**src/rtl/otter_ex_pkg.sv**
```systemverilog
// Shared types and constants for the OTTER execute stage.
package otter_ex_pkg;

    localparam int unsigned XLEN = 32;

    typedef enum logic [3:0] {
        ALU_ADD  = 4'b0000,
        ALU_SLL  = 4'b0001,
        ALU_SLT  = 4'b0010,
        ALU_SLTU = 4'b0011,
        ALU_XOR  = 4'b0100,
        ALU_SRL  = 4'b0101,
        ALU_OR   = 4'b0110,
        ALU_AND  = 4'b0111,
        ALU_SUB  = 4'b1000,
        ALU_LUI  = 4'b1001,
        ALU_SRA  = 4'b1101
    } alu_fun_t;

endpackage

```
**src/rtl/otter_ex_alu.sv**
```systemverilog
// Purely combinational RV32I ALU; unused opcodes produce zero.
module otter_ex_alu
    import otter_ex_pkg::*;
(
    input  logic [XLEN-1:0] a,
    input  logic [XLEN-1:0] b,
    input  logic [3:0]      fun,
    output logic [XLEN-1:0] result
);

    logic [4:0] shamt;

    assign shamt = b[4:0];

    always_comb begin
        result = '0;
        case (alu_fun_t'(fun))
            ALU_ADD:  result = a + b;
            ALU_SUB:  result = a - b;
            ALU_SLL:  result = a << shamt;
            ALU_SLT:  result = XLEN'($signed(a) < $signed(b));
            ALU_SLTU: result = XLEN'(a < b);
            ALU_XOR:  result = a ^ b;
            ALU_SRL:  result = a >> shamt;
            ALU_SRA:  result = XLEN'($signed(a) >>> shamt);
            ALU_OR:   result = a | b;
            ALU_AND:  result = a & b;
            ALU_LUI:  result = a;
            default:  result = '0;
        endcase
    end

endmodule

```
**src/rtl/otter_ex_unit.sv**
```systemverilog
// OTTER execute stage: ALU, branch address/condition generators and the EX/MEM result register.
// Define OTTER_JALR_LSB_CLEAR_EN to force bit 0 of the JALR target to zero.
module otter_ex_unit #(
    parameter int unsigned XLEN = 32
) (
    input  logic            CLK,
    input  logic            RST,
    input  logic            EN,
    input  logic            FLUSH,
    input  logic [XLEN-1:0] SRC_A,
    input  logic [XLEN-1:0] SRC_B,
    input  logic [3:0]      ALU_FUN,
    input  logic [XLEN-1:0] RS1,
    input  logic [XLEN-1:0] RS2,
    input  logic [XLEN-1:0] PC,
    input  logic [XLEN-1:0] I_TYPE,
    input  logic [XLEN-1:0] B_TYPE,
    input  logic [XLEN-1:0] J_TYPE,
    output logic [XLEN-1:0] RESULT,
    output logic            BR_EQ,
    output logic            BR_LT,
    output logic            BR_LTU,
    output logic [XLEN-1:0] JAL,
    output logic [XLEN-1:0] BRANCH,
    output logic [XLEN-1:0] JALR,
    output logic [XLEN-1:0] RESULT_Q,
    output logic [2:0]      FLAGS_Q
);

    logic [XLEN-1:0] jalr_sum;

    otter_ex_alu u_alu (
        .a      (SRC_A),
        .b      (SRC_B),
        .fun    (ALU_FUN),
        .result (RESULT)
    );

    // Branch condition generator
    assign BR_EQ  = (RS1 == RS2);
    assign BR_LT  = ($signed(RS1) < $signed(RS2));
    assign BR_LTU = (RS1 < RS2);

    // Branch address generator; immediates arrive pre-shifted and sign-extended
    assign JAL      = PC + J_TYPE;
    assign BRANCH   = PC + B_TYPE;
    assign jalr_sum = RS1 + I_TYPE;

`ifdef OTTER_JALR_LSB_CLEAR_EN
    assign JALR = {jalr_sum[XLEN-1:1], 1'b0};
`else
    assign JALR = jalr_sum;
`endif

    // EX/MEM result register: reset > stall > flush > load
    always_ff @(posedge CLK) begin
        if (RST) begin
            RESULT_Q <= '0;
            FLAGS_Q  <= '0;
        end else if (EN) begin
            if (FLUSH) begin
                RESULT_Q <= '0;
                FLAGS_Q  <= '0;
            end else begin
                RESULT_Q <= RESULT;
                FLAGS_Q  <= {BR_LTU, BR_LT, BR_EQ};
            end
        end
    end

endmodule

```
**config.mk**
```make
export PLATFORM = sky130hd
export DESIGN_NAME = otter_ex_unit
export DESIGN_NICKNAME = d
export VERILOG_FILES = /design/src/rtl/otter_ex_pkg.sv /design/src/rtl/otter_ex_alu.sv /design/src/rtl/otter_ex_unit.sv
export SDC_FILE = /design/constraint.sdc
export NUM_CORES = 1
export LEC_CHECK = 0
export ABC_AREA = 1
export ABC_CLOCK_PERIOD_IN_PS = 5200
export BUFFER_PORTS_ARGS = -buffer_cell sky130_fd_sc_hd__clkbuf_2
export CORE_MARGIN = 3
export CORE_UTILIZATION = 37
export DETAILED_ROUTE_END_ITERATION = 6
export MAX_ROUTING_LAYER = met4
export PLACE_DENSITY_LB_ADDON = 0.08
export SETUP_SLACK_MARGIN = 0.2
export SYNTH_ARGS = -nofsm -noshare
export SYNTH_HDL_FRONTEND = slang
export SYNTH_SLANG_ARGS = --single-unit
```
**constraint.sdc**
```tcl
create_clock -name CLK -period 5.2 [get_ports CLK]
set_input_delay 1.56 -clock CLK [delete_from_list [all_inputs] [get_ports CLK]]
set_output_delay 1.56 -clock CLK [all_outputs]
set_load 0.02 [all_outputs]
```
==> summary by stage <==
Yosys
The number of nets in the synthesized netlist is 3885. In this run, synthesis produced a sequential element count of 35. The post-synthesis cell area is 0.0178 mm^2.

Of all cell types, the one taking the most synthesized area is nand2_1. The largest family of logic cells by synthesized area is simple AND/OR/NAND/NOR gates. The share of cell area taken by muxes after synthesis is 0%. The sequential cell area fraction in the yosys report is 3.93%.

Of the total synthesized cell area, the portion taken by AND, OR, NAND and NOR gates is 47.9%. The compound-cell area share of the yosys netlist is 14.3%. The most used flip-flop cell after synthesis is dfxtp_1. The total number of yosys warnings is 0. The synthesized netlist cell count is 3387. Of the post-synthesis cell area, the dominant cell type holds 21.9%. The number of flops mapped to enable cells by yosys is 0.

After synthesis, the cell types taking the most area are nand2_1, ha_1, nand3_1. The proportion of synthesized flip-flops having asynchronous set or reset is 0%. Synthesis instantiated 48 different standard cells from the library. The fraction of the mapped netlist area in adder cells is 16.6%. The mean instance size in the synthesized netlist is 5.26 um^2. The synthesized netlist devotes 4.18% of its cell area to XOR and XNOR gates.

Drt
The first routing iteration left 2503 violations. After detailed routing, the average wire length per cell comes to 20.9 um. The via count is 26200. The total iterations of the first detailed-routing run is 7. In the routed design, unresolved DRC markers number 2.

Dividing the detail-routed via count by the number of cells gives 5.48. The routed wire length is 99.8 mm. In this run the remaining antenna-violating nets after routing total 0.

Floorplan
The die area is 0.0508 mm^2. In this run the vertical extent of the chip is 225 um. Once the floorplan was initialized, standard cells occupied 37.9% of the core. The floorplan die width is 225 um. The total area inside the core boundary comes to 0.0471 mm^2. The number of top-level pins is 430.

After floorplanning, the core was divided into 79 placement rows.

Global route
The global-route total usage across every layer is 37.7%. The global-route wire length before repair is 143 mm. Global routing consumed, on the met3 layer, 4.42% of the routing resources.

Global routing finished with a remaining overflow of 0. Entering global routing, the biggest net connects 79 pins. The via count of the first global-routing pass is 24200. The initial antenna violation count is 7. The met2 demand-to-capacity share in global routing is 61.2%. In the global route stage, met1 resource usage came out at 45.3%. The most congested layer reported by global routing is met2.

STA
Based on the critical path, the design can be clocked at up to 196 MHz. For the final routed database, the setup TNS stands at 0 ns. The worst path uses 98.0% of the clock period. Setup violations remaining at the end of the flow were counted as 0.

Setup repair after global routing could not meet its margin everywhere. For the finished layout, the period the worst path requires is 5.10 ns. Headroom to the max-slew limit came out at 33.2%. The number of endpoints with negative hold slack in the final report is 0. The slew at the pin closest to its max-slew limit is 1.00 ns. The clock skew after layout is 0 ns. The number of pins with negative max-slew slack in the final report is 0.

Power
The leakage power is 14.5 nW. For this design the ratio of total power to cell area is 150 mW/mm^2. The overall power after layout is 4.09 mW. VDD sags by at most 0.000116 V.

Clock network
The number of buffers inserted for hold repair after clock tree synthesis is 0. Clock-pin slew was measured on the worst setup and hold paths at 0.06 ns. The CTS tree is built.

The number of buffers created by CTS is 5. The number of buffers on the longest clock path is 2. In this run the number of H-tree levels came out at 2. Clock tree synthesis selected as its root buffer the cell clkbuf_16.

The clock sink total is 35. The clock insertion delay at the later pin of the skew report is 0.31 ns.

Status
The checks that failed: design-rule violations. The flow ran to the end, but the final reports show violations.

Setup path
The critical path class is input port to output pin. The maximum fanout count along the critical path is 32. STA classifies the critical path startpoint as an input port. The endpoint class of the critical path is an output pin.

For the worst setup path, the data required time is 3.64 ns. STA puts the critical path data arrival time at 3.54 ns.

Placement
The congestion estimate from routability-driven global placement came to 1.11. The number of buffer cells added on primary ports is 429. Detailed placement ended at an HPWL of 83.4 mm.

Finish
From synthesis to final layout, the design area changed by 52.5%. The final layout contains 4660 nets. Of the cells placed in the final design, the portion with a size suffix greater than 1 is 35.5%.

The leading cell type in the layout, fill and taps excluded is nand2_1. The library cells used most frequently in the layout, excluding fill and tap cells, are nand2_1, buf_4, nand3_1. The count of filler cells inserted in the layout is 4987.

Worst hold path
The tightest min-delay check is of the register to register type.

Run
The reported max-cap violation count is 0.
-- cell type report --
cell class	instances	area (um^2)	share of cell area (%)
timing repair buffer	876	6240	23.0
sequential	35	701	2.58
inverter	476	1810	6.66
clock inverter	3	43.8	0.161
multi-input combinational	2768	17500	64.3
antenna	7	17.5	0.0645
tap	607	759	2.79
clock buffer	5	125	0.460
-- report_power, final --
part           leakage, nW  switching, mW  internal (mW)  total, mW
combinational         14.1           2.08           1.34       3.42
clock               0.0838          0.151          0.227      0.378
sequential           0.284        0.00546          0.278      0.283
total                 14.5           2.24           1.85       4.09
-- critical path, cell delays in order --
cell       delay, ns
clkbuf_16       0.13
buf_6           0.12
buf_12          0.16
nand2_2         0.09
buf_4           0.12
nand3_2         0.08
nand3_2         0.08
nand2_2         0.08
nand2_2         0.07
nand2_1         0.08
o211ai_1        0.49
nand2_1         0.14
buf_6           0.17
buf_8           0.12
-- cell families after synthesis --
kind of cell             count (synthesis)
adder cells (fa/ha/maj)                234
flip-flops                              35
AND/OR/NAND/NOR                       2001
buffers and inverters                  584
AO/OA/AOI/OAI                          448
XOR/XNOR                                85
-- cells in the mapped netlist (all sizes together), types with 10 or more instances --
cell type and instances:
o21bai 12, clkbuf 38, and2 11, dfxtp 35, ha 229, xor2 50, a21oi 197, xnor2 35
nand2 1045, or2 11, a21o 31, inv 474, a31oi 10, o21ai 125, nor2 305, o211ai 23
nor3 41, buf 70, nand3 524, nor4 14, o22ai 22, nand4 43
-- final timing paths --
check | start | endpoint | slack, ns | depth (start not counted)
setup / recovery | SRC_B[0] | RESULT[8] | 0.10 | 14
hold / removal | RESULT_Q[23] | RESULT_Q[23] | 0.47 | 2
setup reg to reg | FLAGS_Q[0] | FLAGS_Q[0] | 4.45 | 2
hold reg to reg | RESULT_Q[23] | RESULT_Q[23] | 0.47 | 2
-- layer usage --
layer | part of all wire [%] | wire, um
met5 | 0 | 0
met2 | 46 | 45600
met4 | 6.8 | 6770
met3 | 7.5 | 7510
met1 | 40 | 39900
-- state kept, by name, summed over array words and instances, names as in the netlist --
signal / flops
FLAGS_Q: 3
RESULT_Q: 32
-- per-stage QoR --
step / util [%] / setup WS (ns) / hold WS, ns / instances / area (um^2)
5_1_grt: 57.8 / 0.0691 / 0.475 / 4777 / 27200
3_5_place_dp: 49.9 / -0.176 / 0.458 / 4727 / 23500
3_3_place_gp: 49.9 / -0.170 / 0.454 / 4727 / 23500
4_1_cts: 53.7 / 0.143 / 0.467 / 4752 / 25300
6_report: 57.8 / 0.103 / 0.465 / 4777 / 27200
2_1_floorplan: - / 0.200 / 0.540 / 3387 / 17800
-- timing repair --
item | in CTS | in global routing
resized for setup | 390 | 500
pin swaps | 62 | 143
buffers inserted | 16 | 17
endpoints found under the setup margin | 84 | 87
cloned | 1 | 1
Power figures use the tool's default switching activity.
